==> src/rtl/pueo_trig_pkg.sv <==
// Shared types and constants for the PUEO trigger arbiter.
package pueo_trig_pkg;

    localparam int unsigned TRIG_ADDR_W = 12;
    localparam int unsigned META_W      = 8;
    localparam int unsigned SRCID_W     = 2;
    localparam int unsigned SEQ_W       = 5;
    localparam int unsigned HOLDOFF_W   = 16;
    localparam int unsigned DROP_W      = 16;
    localparam int unsigned PHASE_W     = 3;
    localparam int unsigned STAT_W      = 16;

    localparam logic [SRCID_W-1:0] SRC_SOFT = 2'd0;
    localparam logic [SRCID_W-1:0] SRC_PPS  = 2'd1;
    localparam logic [SRCID_W-1:0] SRC_EXT  = 2'd2;
    localparam logic [SRCID_W-1:0] SRC_RF   = 2'd3;

    typedef enum logic [1:0] {
        ST_IDLE    = 2'd0,
        ST_ISSUE   = 2'd1,
        ST_HOLDOFF = 2'd2
    } arb_state_t;

    // Metadata word: marker bit, source id, sequence count.
    typedef struct packed {
        logic               mark;
        logic [SRCID_W-1:0] src;
        logic [SEQ_W-1:0]   seq;
    } trig_meta_t;

    localparam trig_meta_t META_RESET = '{mark: 1'b1, src: '0, seq: '0};

endpackage

==> src/rtl/pueo_trig_arbiter_if.sv <==
// Trigger-source / TURF-side signal bundle for pueo_trig_arbiter.
// grant_count_o exists only when PUEO_TRIG_ARB_STATS_EN is defined.
interface pueo_trig_arbiter_if #(
    parameter int unsigned NSRC = 4
);
    import pueo_trig_pkg::*;

    logic                          sysclk_phase_i;
    logic                          running_i;
    logic [NSRC-1:0]               src_req_i;
    logic [NSRC*TRIG_ADDR_W-1:0]   src_addr_i;
    logic [NSRC-1:0]               src_mask_i;
    logic [HOLDOFF_W-1:0]          holdoff_i;
    logic [TRIG_ADDR_W-1:0]        turf_trig_o;
    logic [META_W-1:0]             turf_metadata_o;
    logic                          turf_valid_o;
    logic [DROP_W-1:0]             dropped_o;
    logic                          busy_o;
`ifdef PUEO_TRIG_ARB_STATS_EN
    logic [NSRC*STAT_W-1:0]        grant_count_o;
`endif

    modport master (
        output sysclk_phase_i, running_i, src_req_i, src_addr_i, src_mask_i, holdoff_i,
        input  turf_trig_o, turf_metadata_o, turf_valid_o, dropped_o, busy_o
`ifdef PUEO_TRIG_ARB_STATS_EN
        , input grant_count_o
`endif
    );

    modport slave (
        input  sysclk_phase_i, running_i, src_req_i, src_addr_i, src_mask_i, holdoff_i,
        output turf_trig_o, turf_metadata_o, turf_valid_o, dropped_o, busy_o
`ifdef PUEO_TRIG_ARB_STATS_EN
        , output grant_count_o
`endif
    );

endinterface

==> src/rtl/pueo_rr_arb.sv <==
// Combinational round-robin pick: first pending index at or after ptr, wrapping.
module pueo_rr_arb
    import pueo_trig_pkg::*;
#(
    parameter int unsigned NSRC = 4
) (
    input  logic [NSRC-1:0]    pending,
    input  logic [SRCID_W-1:0] ptr,
    output logic [SRCID_W-1:0] grant_c,
    output logic               any_c
);

    always_comb begin
        int unsigned j;
        logic [SRCID_W-1:0] idx;
        grant_c = '0;
        any_c   = 1'b0;
        j       = 0;
        idx     = '0;
        for (int unsigned i = 0; i < NSRC; i++) begin
            j = 32'(ptr) + i;
            if (j >= NSRC) j = j - NSRC;
            idx = SRCID_W'(j);
            if (!any_c && pending[idx]) begin
                any_c   = 1'b1;
                grant_c = idx;
            end
        end
    end

endmodule

==> src/rtl/pueo_trig_arbiter.sv <==
// Merges per-source trigger requests into the frame-aligned TURF trigger stream.
// Optional per-source grant counters: define PUEO_TRIG_ARB_STATS_EN.
module pueo_trig_arbiter
    import pueo_trig_pkg::*;
#(
    parameter int unsigned NSRC         = 4,
    parameter int unsigned PHASE_OFFSET = 2,
    parameter int unsigned HOLD_CYCLES  = 4
) (
    input  logic               sysclk_i,
    input  logic               sysclk_rstn_i,
    pueo_trig_arbiter_if.slave bus
);

    localparam int unsigned VCNT_W = (HOLD_CYCLES > 1) ? $clog2(HOLD_CYCLES) : 1;

    logic [PHASE_W-1:0]                  phase_cnt;
    logic [NSRC-1:0]                     pending, accept_c, drop_c, pend_next_c;
    logic [NSRC-1:0][TRIG_ADDR_W-1:0]    addr;
    logic [SRCID_W-1:0]                  ptr, grant_idx_c;
    logic                                any_c, capture_c, grant_c;
    arb_state_t                          state;
    logic [HOLDOFF_W-1:0]                hold_cnt, hold_dec_c;
    logic [VCNT_W-1:0]                   valid_cnt;
    logic [SEQ_W-1:0]                    seq;
    logic [TRIG_ADDR_W-1:0]              trig;
    trig_meta_t                          meta;
    logic                                valid, busy;
    logic [DROP_W-1:0]                   dropped, drop_next_c;
    logic [DROP_W:0]                     drop_sum_c;

    pueo_rr_arb #(.NSRC(NSRC)) u_rr_arb (
        .pending (pending),
        .ptr     (ptr),
        .grant_c (grant_idx_c),
        .any_c   (any_c)
    );

    assign capture_c  = (phase_cnt == PHASE_W'(PHASE_OFFSET));
    assign grant_c    = (state == ST_IDLE) && capture_c && any_c && bus.running_i;
    assign hold_dec_c = (hold_cnt == '0) ? '0 : hold_cnt - HOLDOFF_W'(1);

    // Request acceptance; drop decisions use the pre-edge busy/pending view.
    always_comb begin
        int unsigned ndrop;
        accept_c = '0;
        drop_c   = '0;
        ndrop    = 0;
        for (int unsigned s = 0; s < NSRC; s++) begin
            if (bus.src_req_i[s] && !bus.src_mask_i[s] && bus.running_i) begin
                if (busy || pending[s]) begin
                    drop_c[s] = 1'b1;
                    ndrop     = ndrop + 1;
                end else begin
                    accept_c[s] = 1'b1;
                end
            end
        end
        drop_sum_c  = {1'b0, dropped} + (DROP_W+1)'(ndrop);
        drop_next_c = drop_sum_c[DROP_W] ? '1 : drop_sum_c[DROP_W-1:0];
        pend_next_c = pending | accept_c;
        if (grant_c) pend_next_c[grant_idx_c] = 1'b0;
        if (!bus.running_i) pend_next_c = '0;
    end

    always_ff @(posedge sysclk_i or negedge sysclk_rstn_i) begin
        if (!sysclk_rstn_i) begin
            phase_cnt <= '0;
            pending   <= '0;
            addr      <= '0;
            dropped   <= '0;
        end else begin
            phase_cnt <= bus.sysclk_phase_i ? '0 : phase_cnt + PHASE_W'(1);
            pending   <= pend_next_c;
            dropped   <= drop_next_c;
            for (int unsigned s = 0; s < NSRC; s++) begin
                if (accept_c[s]) addr[s] <= bus.src_addr_i[s*TRIG_ADDR_W +: TRIG_ADDR_W];
            end
        end
    end

    // Arbiter FSM; the holdoff counter runs from the grant edge through ISSUE and HOLDOFF.
    always_ff @(posedge sysclk_i or negedge sysclk_rstn_i) begin
        if (!sysclk_rstn_i) begin
            state     <= ST_IDLE;
            ptr       <= '0;
            hold_cnt  <= '0;
            valid_cnt <= '0;
            seq       <= '0;
            trig      <= '0;
            meta      <= META_RESET;
            valid     <= 1'b0;
            busy      <= 1'b0;
        end else begin
            case (state)
                ST_IDLE: begin
                    if (grant_c) begin
                        trig      <= addr[grant_idx_c];
                        meta      <= '{mark: 1'b1, src: grant_idx_c, seq: seq};
                        valid     <= 1'b1;
                        busy      <= 1'b1;
                        ptr       <= (grant_idx_c == SRCID_W'(NSRC-1)) ? '0
                                                                        : grant_idx_c + SRCID_W'(1);
                        hold_cnt  <= bus.holdoff_i;
                        valid_cnt <= VCNT_W'(HOLD_CYCLES-1);
                        state     <= ST_ISSUE;
                    end
                end
                ST_ISSUE: begin
                    hold_cnt <= hold_dec_c;
                    if (valid_cnt == '0) begin
                        valid <= 1'b0;
                        seq   <= seq + SEQ_W'(1);
                        if (hold_dec_c != '0) begin
                            state <= ST_HOLDOFF;
                        end else begin
                            state <= ST_IDLE;
                            busy  <= 1'b0;
                        end
                    end else begin
                        valid_cnt <= valid_cnt - VCNT_W'(1);
                    end
                end
                ST_HOLDOFF: begin
                    hold_cnt <= hold_dec_c;
                    if (hold_cnt <= HOLDOFF_W'(1)) begin
                        state <= ST_IDLE;
                        busy  <= 1'b0;
                    end
                end
                default: begin
                    state <= ST_IDLE;
                    busy  <= 1'b0;
                    valid <= 1'b0;
                end
            endcase
        end
    end

`ifdef PUEO_TRIG_ARB_STATS_EN
    logic [NSRC-1:0][STAT_W-1:0] grant_cnt;

    always_ff @(posedge sysclk_i or negedge sysclk_rstn_i) begin
        if (!sysclk_rstn_i) begin
            grant_cnt <= '0;
        end else if (grant_c && (grant_cnt[grant_idx_c] != '1)) begin
            grant_cnt[grant_idx_c] <= grant_cnt[grant_idx_c] + STAT_W'(1);
        end
    end

    assign bus.grant_count_o = grant_cnt;
`endif

    assign bus.turf_trig_o     = trig;
    assign bus.turf_metadata_o = meta;
    assign bus.turf_valid_o    = valid;
    assign bus.dropped_o       = dropped;
    assign bus.busy_o          = busy;

endmodule

==> src/flat_wrapper.sv <==
// flat-port wrapper written by rule: the top's interface ports become plain ports
module pueo_trig_arbiter_flat import pueo_trig_pkg::*;
#(
    parameter int unsigned NSRC         = 4,
    parameter int unsigned PHASE_OFFSET = 2,
    parameter int unsigned HOLD_CYCLES  = 4
)
  (sysclk_i, sysclk_rstn_i, bus_sysclk_phase_i, bus_running_i, bus_src_req_i, bus_src_addr_i, bus_src_mask_i, bus_holdoff_i, bus_turf_trig_o, bus_turf_metadata_o, bus_turf_valid_o, bus_dropped_o, bus_busy_o);
  pueo_trig_arbiter_if #(.NSRC(NSRC)) bus_i ();
  input  logic sysclk_i;
  input  logic sysclk_rstn_i;
  input wire logic [$bits(bus_i.sysclk_phase_i)-1:0] bus_sysclk_phase_i;
  input wire logic [$bits(bus_i.running_i)-1:0] bus_running_i;
  input wire logic [$bits(bus_i.src_req_i)-1:0] bus_src_req_i;
  input wire logic [$bits(bus_i.src_addr_i)-1:0] bus_src_addr_i;
  input wire logic [$bits(bus_i.src_mask_i)-1:0] bus_src_mask_i;
  input wire logic [$bits(bus_i.holdoff_i)-1:0] bus_holdoff_i;
  output wire logic [$bits(bus_i.turf_trig_o)-1:0] bus_turf_trig_o;
  output wire logic [$bits(bus_i.turf_metadata_o)-1:0] bus_turf_metadata_o;
  output wire logic [$bits(bus_i.turf_valid_o)-1:0] bus_turf_valid_o;
  output wire logic [$bits(bus_i.dropped_o)-1:0] bus_dropped_o;
  output wire logic [$bits(bus_i.busy_o)-1:0] bus_busy_o;
  assign bus_i.sysclk_phase_i = bus_sysclk_phase_i;
  assign bus_i.running_i = bus_running_i;
  assign bus_i.src_req_i = bus_src_req_i;
  assign bus_i.src_addr_i = bus_src_addr_i;
  assign bus_i.src_mask_i = bus_src_mask_i;
  assign bus_i.holdoff_i = bus_holdoff_i;
  assign bus_turf_trig_o = bus_i.turf_trig_o;
  assign bus_turf_metadata_o = bus_i.turf_metadata_o;
  assign bus_turf_valid_o = bus_i.turf_valid_o;
  assign bus_dropped_o = bus_i.dropped_o;
  assign bus_busy_o = bus_i.busy_o;
  pueo_trig_arbiter #(.NSRC(NSRC), .PHASE_OFFSET(PHASE_OFFSET), .HOLD_CYCLES(HOLD_CYCLES)) u_core (.sysclk_i(sysclk_i), .sysclk_rstn_i(sysclk_rstn_i), .bus(bus_i));
endmodule
==> config.mk <==
export PLATFORM = sky130hd
export DESIGN_NAME = pueo_trig_arbiter_flat
export DESIGN_NICKNAME = d
export VERILOG_FILES = /design/src/rtl/pueo_trig_pkg.sv /design/src/rtl/pueo_trig_arbiter_if.sv /design/src/rtl/pueo_rr_arb.sv /design/src/rtl/pueo_trig_arbiter.sv /design/src/flat_wrapper.sv
export SDC_FILE = /design/constraint.sdc
export NUM_CORES = 1
export LEC_CHECK = 0
export CORE_MARGIN = 5
export CORE_UTILIZATION = 35
export CTS_CLUSTER_SIZE = 12
export DETAILED_ROUTE_END_ITERATION = 8
export HOLD_SLACK_MARGIN = 0.05
export PLACE_DENSITY = 0.53
export SYNTH_ARGS = -nofsm -noshare
export SYNTH_HDL_FRONTEND = slang
export SYNTH_SLANG_ARGS = --single-unit
==> constraint.sdc <==
create_clock -name sysclk_i -period 4.3 [get_ports sysclk_i]
set_input_delay 0.645 -clock sysclk_i [delete_from_list [all_inputs] [get_ports sysclk_i]]
set_output_delay 0.645 -clock sysclk_i [all_outputs]
set_load 0.02 [all_outputs]
==> out/metrics.csv, run 1 <==
stage,metric,value,unit
floorplanning,start_util,0.355,
power,p_per_area,586,nW/um2
yosys,yosys.area_share.simple,0.178,
placed_design,io_buffers,112,
power,leakagePower,3.74,nW
routing,drt_iter0_drc,193,
routing,wl_per_cell,16.9,um
critical_path,endpoint_kind,flop,
critical_path,critical_path.max_fanout,6,
clocking,clockBufferDepth,2,
clocking,root_buffer,clkbuf_16,
sta,fin_setup_tns,0,ps
floorplanning,die_area,21000,um2
placed_design,dp_hpwl,11700,um
sta,setup_violations,0,
sta,rsz0062_at_grt,no,
global_routing,grt_max_degree,72,
yosys,synth_area_leaders,"dfrtp_1 (47%), mux2_2 (9.2%), nand2_1 (6.2%), mux2i_1 (4.4%), ha_1 (3.9%)",
yosys,synth_top_area_frac,0.468,
yosys,synth_fa_ha_area_frac,0.0424,
clocking,htreeDepth,4,
critical_path,arrival,4280,ps
min_path,min_path_type,primary input to asynchronous set/reset pin,
sta,finalClockSkew,6.64,ps
layout,layout-drive-gt1-share,0.183,
global_routing,grt_pass1_vias,5186,
global_routing,antenna_found_initial,0,
routing,ant_nets,0,
clocking,clkTransAtPathRegs,60,ps
sta,slew_headroom,0.263,
sta,fmax,251,MHz
yosys,synth_edf_count,0,
yosys,ys_types,69,
routing,wirelength,16400,um
sta,layout_min_cycle_time,3980,ps
critical_path,start_kind,primary input,
yosys,syn_inst,609,
yosys,yosys_register_bits,119,
yosys,synth_seq_area_share,0.468,
floorplanning,ios,114,
routing,drc,0,
yosys,yosysWarnings,0,
routing,vias,4907,
yosys,synth_top_flop_cell,dfrtp_1,
layout,fin_nets,828,
floorplanning,rows,49,
yosys,synth_top_area_cell,dfrtp_1,
layout,fillers,1654,
layout,fin_cells,971,
clocking,cts_buffers,17,
yosys,syn_nets,706,
sta,tightest_slew,1110,ps
clocking,clk_latency,410,ps
clocking,tritoncts,done,
placed_design,place_inst,941,
sta,hold_viol_final,0,
yosys,synth_xor_area_frac,0.0248,
yosys,avgSynthCellArea,10.5,um2
power,ir_drop,0.309,mV
global_routing,grt_pass1_wl,26700,um
critical_path,path_class,primary input to flop,
global_routing,grt_usage,0.163,
yosys,synth_top_family_by_area,simple AND/OR/NAND/NOR gates,
clocking,clkSinkCount,119,
placed_design,place_congestion,0.797,
yosys,async_reset_ff_frac,1.00,
floorplanning,fp.coreArea,18000,um2
run,cap_violations,0,
global_routing,grt.overflow.total,0,
yosys,synthMuxAreaShare,0.136,
routing,dr.pass1.iters,4,
routing,viasPerCell,5.05,
yosys,synth_compound_area_frac,0.115,
clocking,cts.repair.resized,0,
sta,slew_viol_final,0,
layout,syn_to_final_growth,31.4,%
yosys,synth_area,6370,um2
critical_path,required,4600,ps
layout,antenna_cells,0,
clocking,post_cts_buffers,0,
status,status,completed,
floorplanning,die_h,145,um
floorplanning,die_x,145,um
sta,min_period_over_period,0.925,
clocking,cts-hold-fix-buffers,0,
cells in the final DEF, fill, tap and decap left out, drive strengths merged, types with 20 or more instances in the layout:
master and count:
clkbuf 20, inv 21, mux2i 28, o21ai 44
nor2 30, dfrtp 119, nand2 107, clkdlybuf4s50 111
ha 20, a21oi 22, mux2 52
cells by family after synthesis:
kind of cell	after synthesis
AOI/OAI and AO/OA	106
xor gates and xnor gates	18
adders and majority gates	21
buffers and inverters	45
DFF	119
muxes	80
other	1
and+or+nand+nor	219
critical path, cell delays in order:
cell and delay, ps:
clkdlybuf4s50_1 500, and4bb_2 250, ha_1 280, mux2_2 270
ha_1 290, mux2_2 280, ha_1 280, mux2_2 270
ha_1 270, a21o_1 180, a21oi_1 210, o21bai_2 150
and3_1 220, o21a_1 170
layer usage:
| layer | track usage | routed length, um | vias up |
|---|---|---|---|
| li1 | - | - | 2396 |
| met4 | 0.0574 | 225 | 0 |
| met2 | 0.250 | 7520 | 116 |
| met3 | 0.0371 | 814 | 22 |
| met1 | 0.226 | 7820 | 2373 |
| met5 | 0 | 0 | - |
synth_stat cells (9+ instances only):
cell type    n
clkbuf_1    11
ha_1        20
o21ai_2     13
xor2_1      12
nand3_1      9
mux2i_1     28
nor2_1      29
a21oi_1     21
nor2b_1     10
mux2_2      52
o21ai_0     27
inv_1       21
nand2_1    106
nor3_1      15
dfrtp_1    119
report_power, final:
part	internal, mW	total, mW	switching [mW]
logic	0.801	1.65	0.849
registers	1.48	1.80	0.317
clock network	0.972	1.46	0.485
flip-flops by register name (all words and copies together) (netlist names):
name,cells
u_core.addr,48
u_core.bus.busy_o,1
u_core.bus.dropped_o,16
u_core.bus.turf_metadata_o,7
u_core.bus.turf_trig_o,12
u_core.bus.turf_valid_o,1
u_core.hold_cnt,16
u_core.pending,4
u_core.phase_cnt,3
u_core.ptr,2
u_core.seq,5
u_core.state,2
u_core.valid_cnt,2
final timing paths:
kind	startpoint	to	slack (ps)	cells after the start
worst max-delay path	bus_src_mask_i[0]	u_core.bus.dropped_o[15]	320	14
worst min-delay path	sysclk_rstn_i	u_core.bus.turf_metadata_o[3]	380	1
worst max register to register	u_core.bus.busy_o	u_core.bus.dropped_o[15]	430	14
worst min register to register	u_core.phase_cnt[0]	u_core.phase_cnt[0]	450	1
max in group asynchronous	sysclk_rstn_i	u_core.addr[13]	3000	2
min in group sysclk_i	u_core.phase_cnt[0]	u_core.phase_cnt[0]	450	1
stage by stage:
| stage | total power [mW] | util | worst slack, ps | hold WS, ps | instance area, um2 |
|---|---|---|---|---|---|
| global placement | 3.43 | 0.432 | -126 | 436 | 7760 |
| finish | 4.91 | 0.466 | 323 | 377 | 8370 |
| global route | 5.24 | 0.466 | 78.2 | 473 | 8370 |
| CTS | 4.98 | 0.466 | 207 | 407 | 8370 |
| detailed placement | 3.49 | 0.432 | -245 | 450 | 7760 |
| floorplan | 2.91 | - | 479 | 349 | 6370 |
cell type report:
type                    count  area, um2  share of cell area
repair buffers            127       1230               0.147
well taps                 229        287              0.0342
inverters                  21       78.8             0.00942
clock inverters            10        154              0.0184
multi-input cells         445       3190               0.382
flip-flops and latches    119       2980               0.356
clock buffers              20        447              0.0534
Note: power is estimated with default switching activity, not from simulation.
==> run 2, diff against run 1 <==
--- a/config.mk
+++ b/config.mk
@@ -9,6 +9,7 @@
 export CORE_UTILIZATION = 35
 export CTS_CLUSTER_SIZE = 12
 export DETAILED_ROUTE_END_ITERATION = 8
+export GPL_ROUTABILITY_DRIVEN = 0
 export HOLD_SLACK_MARGIN = 0.05
 export PLACE_DENSITY = 0.53
 export SYNTH_ARGS = -nofsm -noshare
==> constraint.sdc (replaced) <==
create_clock -name sysclk_i -period 4.41 [get_ports sysclk_i]
set_input_delay 0.6615 -clock sysclk_i [delete_from_list [all_inputs] [get_ports sysclk_i]]
set_output_delay 0.6615 -clock sysclk_i [all_outputs]
set_load 0.02 [all_outputs]
==> run 2 against run 1 <==
Against the previous run: worst hold slack got worse by 48 ps; critical path depth increased by 1; clock skew increased by 2.3 ps; total power decreased by 5.8%; sequential power decreased by 2%; critical endpoint unchanged; largest power group unchanged.
==> out/metrics.csv, run 2 (same netlist as run 1, synthesis figures left out) <==
stage,metric,value,unit
status,status,completed,
routing,dr.pass1.iters,6,
clocking,cts.repair.resized,0,
layout,syn_to_final_growth,30.2,%
sta,slew_viol_final,0,
routing,ant_nets,0,
critical_path,endpoint,u_core.bus.dropped_o[15],
critical_path,r2r_slack,450,ps
global_routing,grt.overflow.total,0,
min_path,min_path_type,primary input to asynchronous set/reset pin,
critical_path,slowest_delay,520,ps
power,p_per_area,557,nW/um2
critical_path,path_class,primary input to flop,
critical_path,path_cells,"clkdlybuf4s50_1, and4bb_2, ha_1, mux2_2, ha_1, mux2_2, ha_1, mux2_2, ha_1, a21o_1, a21oi_1, o21bai_1, and3_1, nand3_1, o21a_1",
sta,min_period_over_period,0.930,
routing,vias,4901,
clocking,tritoncts,done,
routing,viasPerCell,5.05,
floorplanning,die_h,145,um
clocking,clk_latency,410,ps
sta,rsz0062_at_grt,no,
floorplanning,die_x,145,um
critical_path,startpoint,bus_src_mask_i[0],
power,leakagePower,3.69,nW
layout,fin_nets,825,
global_routing,antenna_found_initial,0,
critical_path,path_common_cell,ha_1,
critical_path,timing.rr.end,u_core.bus.dropped_o[15],
global_routing,grt_pass1_wl,26100,um
layout,fin_util,0.462,
clocking,cts-hold-fix-buffers,0,
sta,slew_headroom,0.272,
layout,layout_commonest_cell,dfrtp_1,
clocking,htreeDepth,4,
floorplanning,die_area,21000,um2
routing,wirelength,16300,um
sta,hold_viol_final,0,
clocking,cts_buffers,17,
sta,fin_setup_tns,0,ps
floorplanning,fp.coreArea,18000,um2
layout,layout-drive-gt1-share,0.182,
sta,layout_min_cycle_time,4100,ps
clocking,root_buffer,clkbuf_16,
layout,largest_reg_flops,48,
clocking,clkSinkCount,119,
power,ir_drop,0.291,mV
layout,antenna_cells,0,
routing,drc,0,
layout,stdcell_area,8290,um2
routing,drt_iter0_drc,172,
layout,final_cell_mix,"dfrtp_1 (119), clkdlybuf4s50_1 (111), nand2_1 (106)",
run,cap_violations,0,
sta,setup_violations,0,
layout,max_flop_register,u_core.addr,
floorplanning,rows,49,
critical_path,arrival,4400,ps
placed_design,dpl-instance-area,7740,um2
critical_path,endpoint_kind,flop,
sta,finalClockSkew,8.94,ps
global_routing,grt_pass1_vias,5009,
sta,fmax,244,MHz
critical_path,required,4710,ps
floorplanning,ios,114,
floorplanning,start_util,0.355,
critical_path,r2r_start,u_core.bus.busy_o,
routing,wl_per_cell,16.8,um
clocking,clkTransAtPathRegs,60,ps
critical_path,start_kind,primary input,
critical_path,rr_worst_depth,15,
layout,fillers,1678,
critical_path,critical_path.max_fanout,6,
power,power.total,4.62,mW
placed_design,dp_hpwl,11800,um
critical_path,crit_slowest_cell,clkdlybuf4s50_1,
sta,hold_ws,329,ps
clocking,post_cts_buffers,0,
placed_design,io_buffers,112,
global_routing,grt_usage,0.159,
global_routing,grt_max_degree,54,
clocking,clockBufferDepth,2,
sta,tightest_slew,1080,ps
run 2: final cells by class:
type / instances / area, um2 / share of cell area
tap: 229 / 287 / 0.0346
sequential: 119 / 2980 / 0.359
timing repair buffer: 124 / 1210 / 0.146
clock buffer: 19 / 443 / 0.0534
clock inverter: 13 / 108 / 0.0130
inverter: 21 / 78.8 / 0.00951
multi-input combinational: 445 / 3190 / 0.385
run 2: worst min-delay path by stage:
stage / start / end / cells past startpoint
floorplan: sysclk_rstn_i / u_core.addr[0] / 0
global placement: u_core.phase_cnt[0] / u_core.phase_cnt[0] / 1
detailed placement: u_core.phase_cnt[0] / u_core.phase_cnt[0] / 1
CTS: sysclk_rstn_i / u_core.bus.turf_metadata_o[3] / 1
global route: sysclk_rstn_i / u_core.bus.turf_metadata_o[2] / 1
finish: sysclk_rstn_i / u_core.bus.turf_metadata_o[3] / 1
run 2: where the power goes:
part	internal (mW)	switching [mW]	total, mW
combinational	0.771	0.812	1.58
sequential	1.44	0.316	1.76
clock	0.783	0.495	1.28
total	3.00	1.62	4.62
run 2: worst max-delay path, delay by kind of cell:
kind                       cells  cell delay, ps
adders and majority gates      4            1110
muxes                          3             830
AOI/OAI and AO/OA              4             690
and+or+nand+nor                3             570
buffers and inverters          1             520
run 2: layer usage:
metal | up-vias | global-route usage | routed length [um] | part of all wire
li1 | 2391 | - | - | -
met1 | 2371 | 0.223 | 7840 | 0.48
met2 | 117 | 0.247 | 7390 | 0.45
met3 | 22 | 0.0375 | 857 | 0.052
met4 | 0 | 0.0461 | 234 | 0.014
met5 | - | 0 | 0 | 0
run 2: metrics by stage:
| stage | std cells | worst slack [ps] |
|---|---|---|
| final | 970 | 308 |
| after global routing | 970 | 183 |
| after CTS | 970 | 344 |
| after detailed placement | 938 | -98.5 |
| after global placement | 938 | -34.9 |
| after floorplan | 609 | 572 |
==> run 3, diff against run 2 <==
==> constraint.sdc (replaced) <==
create_clock -name sysclk_i -period 5.3 [get_ports sysclk_i]
set_input_delay 0.795 -clock sysclk_i [delete_from_list [all_inputs] [get_ports sysclk_i]]
set_output_delay 0.795 -clock sysclk_i [all_outputs]
set_load 0.02 [all_outputs]
==> run 3 against run 2 <==
Against the previous run: count of clock-buffer cells in the layout up 1; sequential cell count unchanged; core utilization down 0.20 points; critical path type unchanged.
==> out/metrics.csv, run 3 (same netlist as run 1, synthesis figures left out) <==
stage,metric,value,unit
sta,slew_headroom,0.257,
layout,largest_reg_flops,48,
floorplanning,die_x,145,um
floorplanning,die_h,145,um
critical_path,cp_top_family,simple AND/OR/NAND/NOR gates,
layout,fillers,1721,
sta,worst_slack,737,ps
critical_path,endpoint_kind,flop,
layout,fin_cells,962,
routing,ant_nets,0,
critical_path,cp.depth,16,
routing,drt_iter0_drc,170,
min_path,min_path_type,flop to flop,
floorplanning,fp.coreArea,18000,um2
routing,wl_per_cell,16.9,um
clocking,clk_latency,410,ps
layout,max_flop_register,u_core.addr,
layout,multi_input_comb_area,3190,um2
critical_path,required,5640,ps
layout,syn_to_final_growth,29.7,%
power,ir_drop,0.238,mV
floorplanning,ios,114,
clocking,tritoncts,done,
critical_path,r2r_slack,1080,ps
layout,antenna_cells,0,
layout,fin_util,0.460,
sta,finalClockSkew,12.0,ps
sta,setup_violations,0,
clocking,cts_buffers,17,
sta,rsz0062_at_grt,no,
layout,layout-drive-gt1-share,0.172,
critical_path,start_kind,primary input,
sta,fin_setup_tns,0,ps
routing,dr.pass1.iters,4,
global_routing,grt_pass1_vias,4964,
layout,final_cell_mix,"dfrtp_1 (119), clkdlybuf4s50_1 (111), nand2_1 (106)",
critical_path,critical_path.max_fanout,13,
routing,drc,0,
placed_design,place_inst,930,
power,leakagePower,3.66,nW
layout,layout_commonest_cell,dfrtp_1,
sta,tightest_slew,1110,ps
sta,fmax,219,MHz
routing,vias,4836,
critical_path,slowest_delay,560,ps
global_routing,grt_usage,0.159,
floorplanning,start_util,0.355,
critical_path,endpoint,u_core.bus.dropped_o[0],
critical_path,rr_worst_depth,16,
clocking,root_buffer,clkbuf_16,
status,status,completed,
power,power.total,3.90,mW
layout,regArea,2980,um2
clocking,htreeDepth,4,
placed_design,dp_hpwl,11500,um
critical_path,path_class,primary input to flop,
critical_path,timing.rr.end,u_core.bus.dropped_o[0],
clocking,clkSinkCount,119,
critical_path,r2r_start,u_core.bus.busy_o,
placed_design,dp_slack,281,ps
sta,min_period_over_period,0.861,
clocking,clkTransAtPathRegs,60,ps
critical_path,path_cells,"clkdlybuf4s50_1, and4bb_2, ha_1, mux2_2, ha_1, mux2_2, ha_1, mux2_2, inv_1, fa_1, nor2b_1, o21ai_0, nand2b_1, and2_1, nand3_1, nand2b_1",
routing,wirelength,16300,um
critical_path,startpoint,bus_src_mask_i[0],
global_routing,antenna_found_initial,0,
placed_design,io_buffers,112,
sta,hold_viol_final,0,
routing,viasPerCell,5.03,
sta,slew_viol_final,0,
clocking,cts.repair.resized,0,
critical_path,crit_slowest_cell,clkdlybuf4s50_1,
clocking,clockBufferDepth,2,
global_routing,grt.overflow.total,0,
clocking,cts-hold-fix-buffers,0,
floorplanning,rows,49,
run,cap_violations,0,
floorplanning,die_area,21000,um2
layout,fin_nets,817,
clocking,post_cts_buffers,0,
critical_path,arrival,4900,ps
critical_path,path_buf_inv,2,
power,p_per_area,472,nW/um2
global_routing,grt_max_degree,80,
sta,layout_min_cycle_time,4560,ps
global_routing,grt_pass1_wl,25900,um
==> run 3: worst min path at each step <==
stage,endpoint,slack (ps),cells after the start,start
global route,u_core.phase_cnt[0],480,1,u_core.phase_cnt[0]
floorplan,u_core.phase_cnt[0],420,1,u_core.phase_cnt[0]
detailed placement,u_core.phase_cnt[0],450,1,u_core.phase_cnt[0]
global placement,u_core.phase_cnt[0],440,1,u_core.phase_cnt[0]
CTS,u_core.phase_cnt[0],460,1,u_core.phase_cnt[0]
finish,u_core.phase_cnt[0],450,1,u_core.phase_cnt[0]
==> run 3: layout make-up <==
cell class,instances,share of cell area
Clock inverter,12,0.0156
Sequential cell,119,0.361
Clock buffer,20,0.0541
Multi-Input combinational cell,445,0.386
Inverter,21,0.00955
Timing Repair Buffer,116,0.139
Tap cell,229,0.0347
==> run 3: stage by stage <==
step	hold WS [ps]	area [um2]
final	455	8260
after global routing	483	8260
after CTS	457	8260
after detailed placement	449	7680
after global placement	436	7680
after floorplan	421	6370
==> run 3: metal layers <==
metal | track usage | up-vias | share of wire
met3 | 0.0361 | 13 | 0.052
met5 | 0 | - | 0
met4 | 0.0560 | 0 | 0.013
li1 | - | 2373 | -
met1 | 0.220 | 2344 | 0.48
met2 | 0.244 | 106 | 0.45
==> run 3: report_power, final <==
part	internal, mW	leakage (nW)	total, mW	switching [mW]
Sequential	1.20	1.50	1.46	0.258
Combinational	0.638	1.88	1.32	0.682
Clock	0.702	0.276	1.12	0.421
Total	2.54	3.66	3.90	1.36
